==> src/rtl/fft_r2_ctrl_param.sv <==
// Control sequencer for an in-place radix-2 DIF FFT over two dual-port SRAM banks.
// Sample i lives in bank parity(i) at address i>>1, so butterfly partners always
// sit in opposite banks. Sequence: LOAD (N) -> LOG2N x (STAGE N/2 + GAP WLAT) ->
// UNLOAD (N bit-reversed reads + 1 drain cycle). valid=0 freezes everything.
module fft_r2_ctrl_param #(
    parameter  int LOG2N = 6,
    parameter  int WLAT  = 2,
    localparam int AW    = LOG2N - 1
) (
    input  logic          clk,
    input  logic          nrst,
    input  logic          start,
    input  logic          valid,
    output logic          busy,
    output logic          input_done,
    output logic [3:0]    stage,
    output logic          swap0_en,
    output logic          swap1_en,
    output logic          we_b0,
    output logic          re_b0,
    output logic          we_b1,
    output logic          re_b1,
    output logic [AW-1:0] waddr_b0,
    output logic [AW-1:0] raddr_b0,
    output logic [AW-1:0] waddr_b1,
    output logic [AW-1:0] raddr_b1,
    output logic          out_valid,
    output logic          out_bank,
    output logic          done
);

    localparam int N  = 1 << LOG2N;
    localparam int CW = LOG2N + 1;

    localparam logic [2:0] ST_IDLE   = 3'd0;
    localparam logic [2:0] ST_LOAD   = 3'd1;
    localparam logic [2:0] ST_STAGE  = 3'd2;
    localparam logic [2:0] ST_GAP    = 3'd3;
    localparam logic [2:0] ST_UNLOAD = 3'd4;

    localparam logic [CW-1:0] LOAD_LAST  = CW'(N - 1);
    localparam logic [CW-1:0] STAGE_LAST = CW'(N / 2 - 1);
    localparam logic [CW-1:0] GAP_LAST   = CW'(WLAT - 1);
    localparam logic [CW-1:0] UNL_LAST   = CW'(N);
    localparam logic [3:0]    S_LAST     = 4'(LOG2N - 1);

    logic [2:0]    state_q, state_d;
    logic [CW-1:0] cnt_q, cnt_d;
    logic [3:0]    stg_q, stg_d;

    // Issue-side decode (combinational from state/counter)
    logic [LOG2N-1:0] idx, top, bot, mask, unl_i;
    logic [3:0]       p;
    logic             ld_we0, ld_we1;
    logic [AW-1:0]    ld_addr;
    logic             rd_en, rd_flag;
    logic [AW-1:0]    rd_a0, rd_a1;
    logic             unl_re, unl_bank;
    logic [AW-1:0]    unl_addr;

    // Write-back delay line (WLAT valid cycles) and 1-cycle read-data alignment
    logic [WLAT-1:0]         dl_we_q, dl_sw_q;
    logic [WLAT-1:0][AW-1:0] dl_a0_q, dl_a1_q;
    logic                    sw0_q, ov_q, ob_q, last_q;

    // FSM and counter next-state; nothing moves without valid
    always_comb begin
        state_d = state_q;
        cnt_d   = cnt_q;
        stg_d   = stg_q;
        if (valid) begin
            case (state_q)
                ST_IDLE: begin
                    if (start) begin
                        state_d = ST_LOAD;
                        cnt_d   = '0;
                        stg_d   = '0;
                    end
                end
                ST_LOAD: begin
                    if (cnt_q == LOAD_LAST) begin
                        state_d = ST_STAGE;
                        cnt_d   = '0;
                    end else begin
                        cnt_d = cnt_q + 1'b1;
                    end
                end
                ST_STAGE: begin
                    if (cnt_q == STAGE_LAST) begin
                        state_d = ST_GAP;
                        cnt_d   = '0;
                    end else begin
                        cnt_d = cnt_q + 1'b1;
                    end
                end
                ST_GAP: begin
                    if (cnt_q == GAP_LAST) begin
                        cnt_d = '0;
                        if (stg_q == S_LAST) begin
                            state_d = ST_UNLOAD;
                        end else begin
                            state_d = ST_STAGE;
                            stg_d   = stg_q + 4'd1;
                        end
                    end else begin
                        cnt_d = cnt_q + 1'b1;
                    end
                end
                ST_UNLOAD: begin
                    // Extra cycle at cnt=N lets the last read's data emerge before IDLE
                    if (cnt_q == UNL_LAST) begin
                        state_d = ST_IDLE;
                        cnt_d   = '0;
                    end else begin
                        cnt_d = cnt_q + 1'b1;
                    end
                end
                default: begin
                    state_d = ST_IDLE;
                    cnt_d   = '0;
                    stg_d   = '0;
                end
            endcase
        end
    end

    // Address and enable generation for load, butterfly reads and unload
    always_comb begin
        ld_we0   = 1'b0;
        ld_we1   = 1'b0;
        ld_addr  = '0;
        rd_en    = 1'b0;
        rd_flag  = 1'b0;
        rd_a0    = '0;
        rd_a1    = '0;
        unl_re   = 1'b0;
        unl_bank = 1'b0;
        unl_addr = '0;
        idx      = cnt_q[LOG2N-1:0];
        p        = S_LAST - stg_q;
        mask     = (LOG2N'(1) << p) - LOG2N'(1);
        // top = pair index j with a zero inserted at bit p
        top      = (({1'b0, idx[AW-1:0]} & ~mask) << 1) | ({1'b0, idx[AW-1:0]} & mask);
        bot      = top | (LOG2N'(1) << p);
        unl_i    = '0;
        for (int unsigned b = 0; b < LOG2N; b++) begin
            unl_i[b] = idx[LOG2N-1-b];
        end
        case (state_q)
            ST_LOAD: begin
                ld_we0  = ~^idx;
                ld_we1  = ^idx;
                ld_addr = AW'(idx >> 1);
            end
            ST_STAGE: begin
                rd_en   = 1'b1;
                rd_flag = ^top;
                if (rd_flag) begin
                    rd_a0 = AW'(bot >> 1);
                    rd_a1 = AW'(top >> 1);
                end else begin
                    rd_a0 = AW'(top >> 1);
                    rd_a1 = AW'(bot >> 1);
                end
            end
            ST_UNLOAD: begin
                if (cnt_q != UNL_LAST) begin
                    unl_re   = 1'b1;
                    unl_bank = ^unl_i;
                    unl_addr = AW'(unl_i >> 1);
                end
            end
            default: ;
        endcase
    end

    // State registers
    always_ff @(posedge clk or negedge nrst) begin
        if (!nrst) begin
            state_q <= ST_IDLE;
            cnt_q   <= '0;
            stg_q   <= '0;
        end else begin
            state_q <= state_d;
            cnt_q   <= cnt_d;
            stg_q   <= stg_d;
        end
    end

    // Delay lines advance in valid cycles only; reset drops any pending write
    always_ff @(posedge clk or negedge nrst) begin
        if (!nrst) begin
            dl_we_q <= '0;
            dl_sw_q <= '0;
            dl_a0_q <= '0;
            dl_a1_q <= '0;
            sw0_q   <= 1'b0;
            ov_q    <= 1'b0;
            ob_q    <= 1'b0;
            last_q  <= 1'b0;
        end else if (valid) begin
            for (int unsigned k = 1; k < WLAT; k++) begin
                dl_we_q[k] <= dl_we_q[k-1];
                dl_sw_q[k] <= dl_sw_q[k-1];
                dl_a0_q[k] <= dl_a0_q[k-1];
                dl_a1_q[k] <= dl_a1_q[k-1];
            end
            dl_we_q[0] <= rd_en;
            dl_sw_q[0] <= rd_flag;
            dl_a0_q[0] <= rd_a0;
            dl_a1_q[0] <= rd_a1;
            sw0_q      <= rd_flag;
            ov_q       <= unl_re;
            ob_q       <= unl_bank;
            last_q     <= unl_re && (cnt_q == LOAD_LAST);
        end
    end

    // Output assembly; enables are gated so valid=0 is a clean bubble
    always_comb begin
        busy       = (state_q != ST_IDLE);
        input_done = (state_q == ST_STAGE) || (state_q == ST_GAP) || (state_q == ST_UNLOAD);
        stage      = (state_q == ST_STAGE) ? stg_q : 4'd0;
        swap0_en   = sw0_q;
        swap1_en   = dl_sw_q[WLAT-1];
        we_b0      = valid & (ld_we0 | dl_we_q[WLAT-1]);
        we_b1      = valid & (ld_we1 | dl_we_q[WLAT-1]);
        re_b0      = valid & (rd_en | (unl_re & ~unl_bank));
        re_b1      = valid & (rd_en | (unl_re & unl_bank));
        waddr_b0   = dl_we_q[WLAT-1] ? dl_a0_q[WLAT-1] : (ld_we0 ? ld_addr : '0);
        waddr_b1   = dl_we_q[WLAT-1] ? dl_a1_q[WLAT-1] : (ld_we1 ? ld_addr : '0);
        raddr_b0   = rd_en ? rd_a0 : ((unl_re & ~unl_bank) ? unl_addr : '0);
        raddr_b1   = rd_en ? rd_a1 : ((unl_re & unl_bank) ? unl_addr : '0);
        out_valid  = valid & ov_q;
        out_bank   = ob_q;
        done       = valid & ov_q & last_q;
    end

endmodule

==> config.mk <==
export PLATFORM = sky130hd
export DESIGN_NAME = fft_r2_ctrl_param
export DESIGN_NICKNAME = d
export VERILOG_FILES = /design/src/rtl/fft_r2_ctrl_param.sv
export SDC_FILE = /design/constraint.sdc
export NUM_CORES = 1
export LEC_CHECK = 0
export CAP_MARGIN = 20
export CORE_ASPECT_RATIO = 0.75
export CORE_MARGIN = 2
export CORE_UTILIZATION = 40
export DETAILED_ROUTE_END_ITERATION = 10
export PLACE_DENSITY = 0.69
export SLEW_MARGIN = 30
export SYNTH_ARGS = -nofsm -noshare
export SYNTH_HDL_FRONTEND = slang
export SYNTH_SLANG_ARGS = --single-unit
==> constraint.sdc <==
create_clock -name clk -period 9.5 [get_ports clk]
set_input_delay 1.9 -clock clk [delete_from_list [all_inputs] [get_ports clk]]
set_output_delay 1.9 -clock clk [all_outputs]
set_load 0.1 [all_outputs]
==> flow_summary.json <==
{
  "timing.critical_path.required_ns": 7.60,
  "syn2layout_area_growth_pct": 18.3,
  "setup.worst_path.end_class": "primary output",
  "postLayoutSetupSlackWorst_ns": 2.70,
  "die_w_um": 102,
  "grt.overflow.total": 0,
  "fin_crit_ns": 6.80,
  "timing.critical_path.max_delay_family": "buffers and inverters",
  "hold_class": "reg -> reg",
  "synth.ff_latch_count": 41,
  "all_layer_gr_usage_pct": 19.4,
  "primary_ff_master_synth": "sky130_fd_sc_hd__dfrtp_1",
  "die_height_um": 77.6,
  "synthesis.yosys.warnings": 0,
  "worst_path_largest_cell_delay_ns": 1.16,
  "cts_tree": "built",
  "drt_first_pass_iters": 5,
  "finish.net_count": 360,
  "place_ws_ns": 3.08,
  "worst_slew_pin_slew_ns": 0.987,
  "num_rows": 26,
  "ys_types": 54,
  "postSynthCellCount": 310,
  "synthesis.area_per_instance_um2": 9.32,
  "design.die.area_mm2": 0.00793,
  "routabilityCongestion": 0.907,
  "number_of_cts_inserted_buffers": 5,
  "drt_iter0_drc": 108,
  "timing.critical_path.fanout_max": 11,
  "rsz_0062_raised_after_global_routing": "false",
  "finalHoldViolations": 0,
  "setup_tns_ns": 0,
  "cp_num_buf_inv": 3,
  "count_of_final_setup_violators": 0,
  "cts-hold-fix-buffers": 0,
  "edff_count_synth": 0,
  "fmax_mhz": 147,
  "worst_ep_arrival_time_ns": 4.90,
  "synth-seq-area-share_pct": 35.5,
  "crit_path_cell_trace": "inv_1, ha_1, nor2_1, nand2_1, ha_1, or2b_2, mux2i_1, mux2i_1, o22ai_2, xor2_1, buf_4, o211ai_1, clkdlybuf4s50_1",
  "initial_core_util_pct": 41.9,
  "grt_first_pass_wirelength_mm": 12.1,
  "cp-start-kind": "register",
  "via_count": 2455,
  "startpoint_to_endpoint_class_of_the_critical_path": "reg -> out",
  "root_buffer": "sky130_fd_sc_hd__clkbuf_8",
  "cts_resized": 0,
  "place_hpwl_mm": 5.30,
  "post_synth_instance_area_mm2": 0.00289,
  "grt_max_degree": 42,
  "initial_antenna_violation_count": 0,
  "async_reset_ff_share_pct": 100,
  "reg2reg_setup_slack_ns": 5.82,
  "max-clock-path-buffers": 2,
  "detail_route.drc_violations": 0,
  "cap_viol_max_count": 0,
  "timing.final.crit_share_pct": 71.5,
  "number_of_antenna_violating_nets_in_the_routed_design": 0,
  "vias_in_the_first_global_route": 2384,
  "drive_above_1_share_pct": 13.2,
  "run_status": "finished, final reports clean",
  "core_mm2": 0.00690,
  "postCtsSetupBuffers": 0,
  "routed_wl_mm": 7.33,
  "syn-num-nets": 330,
  "worst_path_max_delay_cell": "sky130_fd_sc_hd__clkdlybuf4s50_1",
  "cts_clock_pin_slew_for_the_worst_setup_and_hold_paths_ns": 0.09,
  "clk_latency_ns": 0.30,
  "io_pins": 39,
  "final.setup_skew_ns": 0.00788,
  "clock_sinks": 41,
  "maxSlewViolCount": 0,
  "htree_depth": 2,
  "wl_per_cell_um": 16.7,
  "n_antenna_cell": 0,
  "portBuffers": 38,
  "max_slew_headroom_pct": 34.0,
  "avgViaCountPerCell": 5.59
}
metal layers:
layer	global-route usage (%)	share of wire, %	vias to the layer above
met4	4.80	1.3	0
met1	28.0	48	1206
met3	3.51	5.1	12
met2	30.1	46	61
met5	0	0	-
li1	-	-	1176
sequential cells by signal (all words and copies together) (netlist names):
| signal | flops |
|---|---|
| dl_a0_q | 10 |
| stg_q | 4 |
| dl_we_q | 2 |
| dl_a1_q | 10 |
| dl_sw_q | 2 |
| cnt_q | 7 |
| state_q | 3 |
| ov_q | 1 |
| last_q | 1 |
| out_bank | 1 |
worst register-to-register path, cell delays in order, from the launching register on:
cell                       delay (ns)
sky130_fd_sc_hd__dfrtp_1         0.45
sky130_fd_sc_hd__inv_1           0.11
sky130_fd_sc_hd__ha_1            0.39
sky130_fd_sc_hd__nor2_1          0.42
sky130_fd_sc_hd__nand2_1         0.12
sky130_fd_sc_hd__ha_1            0.33
sky130_fd_sc_hd__or2b_2          0.32
sky130_fd_sc_hd__mux2i_1         0.26
sky130_fd_sc_hd__mux2i_1         0.27
sky130_fd_sc_hd__o22ai_2         0.15
sky130_fd_sc_hd__xnor2_2         0.50
sky130_fd_sc_hd__o221ai_1        0.22
placed cells by master (no fill, tap or decap), drive strengths merged, types with 4 or more instances in the layout:
cell type       n
o21ai          27
clkdlybuf4s50  37
mux2i           5
nand3           7
a21oi           7
a22oi           4
mux2           16
o211ai          4
nor2           14
inv            28
o21a            6
o22ai           4
o31ai           4
ha             16
dfrtp          41
nor3            6
o221ai         11
xnor2          10
buf             5
clkbuf          6
a22o           11
nand2          32
and3            8
final cells by class:
class	instances	area, µm²
clock inverters	2	37.5
well taps	98	123
flip-flops and latches	41	1030
multi-input cells	222	1640
clock buffers	6	82.6
inverters	28	105
repair buffers	42	408
fillers	678	3480
cells by family after synthesis:
kind of cell    after synthesis  share of synthesized area (%)
fa+ha+maj                    16                           6.93
flops                        41                           35.5
compound gates               90                           23.4
mux                          21                           7.97
buf+inv                      47                           8.05
simple gates                 83                           14.0
xor+xnor                     12                           4.16
cells in the mapped netlist (all sizes together), types with 10 or more instances:
| library cell | instances | area share, % |
|---|---|---|
| clkbuf | 11 | 2.5 |
| ha | 16 | 6.9 |
| xnor2 | 10 | 3.3 |
| a22o | 11 | 3.3 |
| o221ai | 11 | 4.2 |
| nor2 | 14 | 1.8 |
| mux2 | 16 | 6.2 |
| o21ai | 27 | 4.7 |
| dfrtp | 41 | 35 |
| inv | 28 | 3.6 |
| nand2 | 32 | 4.2 |
stage by stage:
stage	utilization [%]	instance area, µm²	cells	hold slack [ns]
2_1_floorplan	-	2890	310	0.479
3_3_place_gp	47.8	3300	431	0.487
3_5_place_dp	47.8	3300	431	0.495
4_1_cts	49.5	3420	439	0.515
5_1_grt	49.6	3420	439	0.533
6_report	49.6	3420	439	0.514
final timing paths:
check / cells past startpoint / from / end
min in group asynchronous: 1 / nrst / stg_q[3]$_DFFE_PN0P_
max reg2reg: 11 / stg_q[1]$_DFFE_PN0P_ / dl_a1_q[3]$_DFFE_PN0P_
min reg2reg: 1 / dl_sw_q[1]$_DFFE_PN0P_ / dl_sw_q[1]$_DFFE_PN0P_
max: 13 / stg_q[1]$_DFFE_PN0P_ / raddr_b0[0]
max in group asynchronous: 1 / nrst / cnt_q[5]$_DFFE_PN0P_
min: 1 / dl_sw_q[1]$_DFFE_PN0P_ / dl_sw_q[1]$_DFFE_PN0P_
Power is not shown: default switching activity piles up to over one toggle a cycle in this logic, so the estimate is an artifact.
